## config.mk

```make
export PLATFORM = sky130hd
export DESIGN_NAME = tl_ram_responder
export DESIGN_NICKNAME = d
export VERILOG_FILES = /design/src/rtl/tl_ram_responder.sv
export SDC_FILE = /design/constraint.sdc
export NUM_CORES = 2
export LEC_CHECK = 0
export ABC_AREA = 1
export CORE_MARGIN = 10
export CORE_UTILIZATION = 25
export DETAILED_ROUTE_END_ITERATION = 8
export PLACE_DENSITY = 0.37
export SYNTH_ARGS = -nofsm -noshare
export SYNTH_HDL_FRONTEND = slang
export SYNTH_SLANG_ARGS = --single-unit
```

## constraint.sdc

```tcl
create_clock -name clock -period 5.95 [get_ports clock]
set_clock_uncertainty 0.1 [all_clocks]
set_input_delay 0.595 -clock clock [delete_from_list [all_inputs] [get_ports clock]]
set_output_delay 0.595 -clock clock [all_outputs]
set_load 0.03 [all_outputs]
```

## src/rtl/tl_ram_responder.sv

```systemverilog
// TileLink-UL RAM responder: one outstanding request, registered D response one cycle after A fires.
// Define TL_RAM_RESPONDER_LOGICAL_EN to add LogicalData (opcode 3) read-modify-write support.
module tl_ram_responder #(
    parameter logic [31:0] BASE_ADDR   = 32'h0001_0000,
    parameter int          DEPTH_WORDS = 64
) (
    input  logic        clock,
    input  logic        reset,
    output logic        auto_in_a_ready,
    input  logic        auto_in_a_valid,
    input  logic [2:0]  auto_in_a_bits_opcode,
    input  logic [2:0]  auto_in_a_bits_param,
    input  logic [2:0]  auto_in_a_bits_size,
    input  logic [1:0]  auto_in_a_bits_source,
    input  logic [31:0] auto_in_a_bits_address,
    input  logic [3:0]  auto_in_a_bits_mask,
    input  logic [31:0] auto_in_a_bits_data,
    input  logic        auto_in_a_bits_corrupt,
    input  logic        auto_in_d_ready,
    output logic        auto_in_d_valid,
    output logic [2:0]  auto_in_d_bits_opcode,
    output logic [2:0]  auto_in_d_bits_size,
    output logic [1:0]  auto_in_d_bits_source,
    output logic        auto_in_d_bits_denied,
    output logic [31:0] auto_in_d_bits_data,
    output logic        auto_in_d_bits_corrupt,
    output logic        debug_state
);

    localparam int IW = $clog2(DEPTH_WORDS);
    localparam int AW = IW + 2;

    typedef enum logic {
        IDLE = 1'b0,
        RESP = 1'b1
    } state_t;

    state_t state, state_next;

    logic [31:0] mem [DEPTH_WORDS];

    logic          a_fire;
    logic [IW-1:0] idx;
    logic          in_window;
    logic          aligned;
    logic          op_ok;
    logic          is_data_op;
    logic          legal;
    logic          wr_en;
    logic [31:0]   rd_word;
    logic [31:0]   new_word;
    logic [31:0]   wr_word;
    logic [2:0]    rsp_opcode;
    logic          rsp_denied;
    logic          rsp_corrupt;
    logic [31:0]   rsp_data;

    // Handshake: A fires on a_valid && a_ready (IDLE only); D fires on d_valid && d_ready (RESP only).
    always_comb begin
        state_next      = state;
        auto_in_a_ready = 1'b0;
        auto_in_d_valid = 1'b0;
        case (state)
            IDLE: begin
                auto_in_a_ready = 1'b1;
                if (auto_in_a_valid) state_next = RESP;
            end
            RESP: begin
                auto_in_d_valid = 1'b1;
                if (auto_in_d_ready) state_next = IDLE;
            end
        endcase
    end

    assign a_fire      = auto_in_a_valid && auto_in_a_ready;
    assign debug_state = (state == RESP);
    assign idx         = auto_in_a_bits_address[AW-1:2];
    assign in_window   = (auto_in_a_bits_address[31:AW] == BASE_ADDR[31:AW]);
    assign rd_word     = mem[idx];

    always_comb begin
        aligned = 1'b0;
        case (auto_in_a_bits_size)
            3'd0:    aligned = 1'b1;
            3'd1:    aligned = ~auto_in_a_bits_address[0];
            3'd2:    aligned = (auto_in_a_bits_address[1:0] == 2'b00);
            default: aligned = 1'b0;
        endcase
    end

    always_comb begin
        op_ok      = 1'b0;
        is_data_op = 1'b0;
        new_word   = auto_in_a_bits_data;
        case (auto_in_a_bits_opcode)
            3'd0, 3'd1: op_ok = 1'b1;
            3'd4: begin
                op_ok      = 1'b1;
                is_data_op = 1'b1;
            end
`ifdef TL_RAM_RESPONDER_LOGICAL_EN
            3'd3: begin
                is_data_op = 1'b1;
                op_ok      = ~auto_in_a_bits_param[2];
                case (auto_in_a_bits_param[1:0])
                    2'd0: new_word = rd_word ^ auto_in_a_bits_data;
                    2'd1: new_word = rd_word | auto_in_a_bits_data;
                    2'd2: new_word = rd_word & auto_in_a_bits_data;
                    2'd3: new_word = auto_in_a_bits_data;
                endcase
            end
`endif
            default: op_ok = 1'b0;
        endcase

        legal = in_window && (auto_in_a_bits_size <= 3'd2) && aligned &&
                !auto_in_a_bits_corrupt && op_ok;
        wr_en = legal && (auto_in_a_bits_opcode != 3'd4);

        for (int b = 0; b < 4; b++) begin
            wr_word[8*b +: 8] = auto_in_a_bits_mask[b] ? new_word[8*b +: 8] : rd_word[8*b +: 8];
        end

        // Data-returning ops answer AccessAckData even when denied, with corrupt flagged.
        rsp_opcode  = is_data_op ? 3'd1 : 3'd0;
        rsp_denied  = !legal;
        rsp_corrupt = !legal && is_data_op;
        rsp_data    = (legal && is_data_op) ? rd_word : 32'd0;
    end

`ifndef TL_RAM_RESPONDER_LOGICAL_EN
    logic unused_param;
    assign unused_param = ^auto_in_a_bits_param;
`endif

    always_ff @(posedge clock) begin
        if (!reset) begin
            state                  <= IDLE;
            auto_in_d_bits_opcode  <= 3'd0;
            auto_in_d_bits_size    <= 3'd0;
            auto_in_d_bits_source  <= 2'd0;
            auto_in_d_bits_denied  <= 1'b0;
            auto_in_d_bits_data    <= 32'd0;
            auto_in_d_bits_corrupt <= 1'b0;
        end else begin
            state <= state_next;
            if (a_fire) begin
                auto_in_d_bits_opcode  <= rsp_opcode;
                auto_in_d_bits_size    <= auto_in_a_bits_size;
                auto_in_d_bits_source  <= auto_in_a_bits_source;
                auto_in_d_bits_denied  <= rsp_denied;
                auto_in_d_bits_data    <= rsp_data;
                auto_in_d_bits_corrupt <= rsp_corrupt;
            end
        end
    end

    // RAM is not reset; a request accepted while reset is low must not land.
    always_ff @(posedge clock) begin
        if (reset && a_fire && wr_en) mem[idx] <= wr_word;
    end

endmodule

```

==> summary.log <==
[layout] final design utilization 0.298
[global_route] wire length of the first global-routing pass 449 mm
[global_route] pin count of the biggest net entering global routing 145
[critical_path] R2R cell count 11
[placement] routability-driven placement congestion ratio 0.784
[routing] 1st-pass router iterations 7
[die] I/O pin count 129
[clock_network] cell at the root of the clock tree clkbuf_16
[timing] Worst Tran Pin Value 1.10 ns
[clock_network] worst-skew pair later-pin latency 0.92 ns
[yosys] Yosys warning count 0
[yosys] fraction of synthesized cell area taken by the top area cell type 0.698
[yosys] largest cells by area after synthesis edfxtp_1 (70%), nand2_1 (25%), buf_2 (1.4%)
[yosys] cells after synthesis 8,705
[yosys] total standard cell area after synthesis 88,100 um^2
[power_and_ir_drop] static leakage 41.9 nW
[global_route] GR Overflow Total 0
[layout] Layout Nets 8,969
[critical_path] highest net fanout along the worst path 144
[die] height of the die 613 um
[global_route] number of antenna violations at the first check in global routing 32
[placement] area after detailed placement 96,700 um^2
[yosys] synth unique cells 32
[clock_network] clock buffers created by TritonCTS 240
[die] core area 350,000 um^2
[timing] min setup slack post-route 1.93 ns
[routing] Via Count 59,800
[clock_network] total number of H-tree levels 4
[timing] Relative slew margins 0.264
[clock_network] number of hold buffers added after cts 0
[clock_network] Gates resized, CTS repair 0
[routing] wire length after detailed routing 321 mm
[routing] Remaining DRCs 0
[die] die extent in x 613 um
[layout] filler cell count in the final layout 36,100
[placement] count of buffers inserted at the top-level ports 123
[timing] final critical path time including I/O delays and setup 4.02 ns
[timing] accumulated negative setup slack 0 ns
[yosys] post-synthesis register bit count 2,089
[critical_path] required time at the worst-slack endpoint 6.40 ns
[clock_network] number of clock sinks 2,089
[power_and_ir_drop] Pwr per Cell Area 322 nW/um^2
[critical_path] Critical Path Start Type input port
[power_and_ir_drop] VDD IR-drop max 0.231 mV
[global_route] Total Routing Usage GR 0.165
[worst_hold_path] worst hold stages 3
[layout] share of cells above drive strength 1 0.0751
[yosys] ys flop type edfxtp_1
[yosys] most numerous cell types in the synthesized netlist nand2_1 (5,800), edfxtp_1 (2,048), buf_2 (245), nor2_1 (202), clkbuf_1 (102)
[yosys] mean post-synth cell area 10.1 um^2
[clock_network] TritonCTS clock tree built
[timing] Peak Freq 0.249 GHz
[status] outcome completed
[yosys] Async S/R FF share, synth 0
[layout] Final Instance Area 104,000 um^2
[critical_path] Critical Path Sink Type flop
[layout] final cell count without fillers 13,700
[routing] detail-routed via count per cell 4.37
[yosys] Post-synth EDFFs 2,048
[placement] HPWL after detailed placement 188 mm
[yosys] sequential-to-total area share from yosys stat 0.708
[timing] final number of setup-violating endpoints 0
[yosys] most frequent cell after synthesis nand2_1
[routing] drt wl/cell 23.5 um
[yosys] cell accounting for the most synthesized area edfxtp_1
[clock_network] Max clock buf depth 4
[timing] Period Utilization, post-route 0.675
[global_route] vias in the first global route 57,800
[clock_network] clk slew on worst S/H paths 0.06 ns
[die] effective utilization at floorplan 0.252
[placement] Placement Setup Slack 1.17 ns
[critical_path] Crit path arrival time 4.47 ns
[worst_hold_path] kind of path behind the tightest hold check input port to flop
[timing] final-report hold violation count 0
[flow_run] number of violations of the max-capacitance limit 0
[timing] setup repair after global routing missed its margin false
[routing] post-detailed-route count of antenna-violating nets 0
[clock_network] Setup Fix Bufs, Post-CTS 0
[timing] Slew Viols, Final 0
[die] die outline area 376,000 um^2
[die] number of rows in the core area 217
[routing] First DRT Iteration DRCs 4,626
[layout] P&R area growth vs syn 18.5%
[critical_path] category of the critical setup timing path input port to flop
[placement] cell count after placement 13,200
-- cell families after synthesis --
kind of cell    synth area share
other cells            0.0000426
compound gates           0.00568
flops                      0.708
simple gates               0.259
buf+inv                   0.0274
-- sequential cells by signal (all words and copies together) (netlist names) --
name and flops:
auto_in_d_bits_data 32, auto_in_d_bits_denied 1, auto_in_d_bits_size 3, auto_in_d_bits_source 2, mem 2048, auto_in_d_bits_corrupt 1, debug_state 1, auto_in_d_bits_opcode 1
-- path summary, 6_finish.rpt --
check | startpoint | end | slack, ns
worst max-delay path | auto_in_a_bits_address[2] | mem[17][11] | 1.93
worst min-delay path | auto_in_a_bits_source[0] | auto_in_d_bits_source[0] | 0.27
worst max register to register | mem[36][23] | mem[32][23] | 2.85
worst min register to register | auto_in_d_bits_data[20] | auto_in_d_bits_data[20] | 0.37
-- cells in the final DEF, fill, tap and decap left out, drive strengths merged --
| master | Yosys | final |
|---|---|---|
| nand3b | 1 | 1 |
| conb | 1 | 2 |
| nor3 | 9 | 9 |
| inv | 39 | 47 |
| nor4 | 7 | 7 |
| a21oi | 36 | 36 |
| o21a | 1 | 1 |
| buf | 336 | 255 |
| clkbuf | 102 | 327 |
| bufinv | 0 | 18 |
| diode | 0 | 15 |
| nand4 | 10 | 10 |
| nand3 | 9 | 9 |
| dfxtp | 41 | 41 |
| edfxtp | 2048 | 2048 |
| nand2 | 5800 | 5800 |
| o21ai | 15 | 15 |
| clkinv | 2 | 89 |
| nor2 | 203 | 203 |
| or2 | 7 | 7 |
| clkinvlp | 0 | 3 |
| a31oi | 32 | 32 |
| clkdlybuf4s50 | 0 | 120 |
| o211ai | 5 | 5 |
| and3 | 1 | 1 |
-- report_power, final --
part	switching, mW	internal [mW]	leakage (nW)
Sequential	0.00245	16.4	18.7
Clock	6.13	8.36	3.66
Combinational	2.03	0.572	19.5
Total	8.16	25.4	41.9
-- worst max-delay path: stages --
cell and delay, ns:
buf_8 0.37, inv_16 0.26, buf_4 0.51, nand2_1 0.10, nand2_1 0.05, nand2_1 0.05, nand2_1 0.06, nand2_1 0.06
nand2_1 0.17, nand2_1 0.13, nand2_1 0.14, nor2_1 0.66, a31oi_4 0.39, buf_12 0.29
-- layout make-up --
cell class	instances	area, um^2	area share
antenna	15	37.5	0.000360
clock buffer	327	6490	0.0622
clock inverter	116	1060	0.0102
inverter	41	194	0.00186
multi-input combinational	6138	24300	0.233
sequential	2089	62300	0.597
tap	4599	5750	0.0552
timing repair buffer	375	4100	0.0393
-- per-stage QoR --
step / total power, mW / hold WS, ns
global placement: 19.4 / 0.357
detailed placement: 19.4 / 0.359
floorplan: 18.1 / 0.494
finish: 33.5 / 0.266
CTS: 34.0 / 0.187
global route: 34.8 / 0.225
-- routing by layer --
metal  routed length [um]  share of wire  up-vias  track usage
met5                   15       0.000047        -            0
met4                 8790          0.027        2       0.0432
met3                14900          0.046      376       0.0228
met2               155000           0.48     1206        0.282
met1               143000           0.44    29600        0.221
li1                     -              -    28600            -
(Power assumes the default switching activity.)
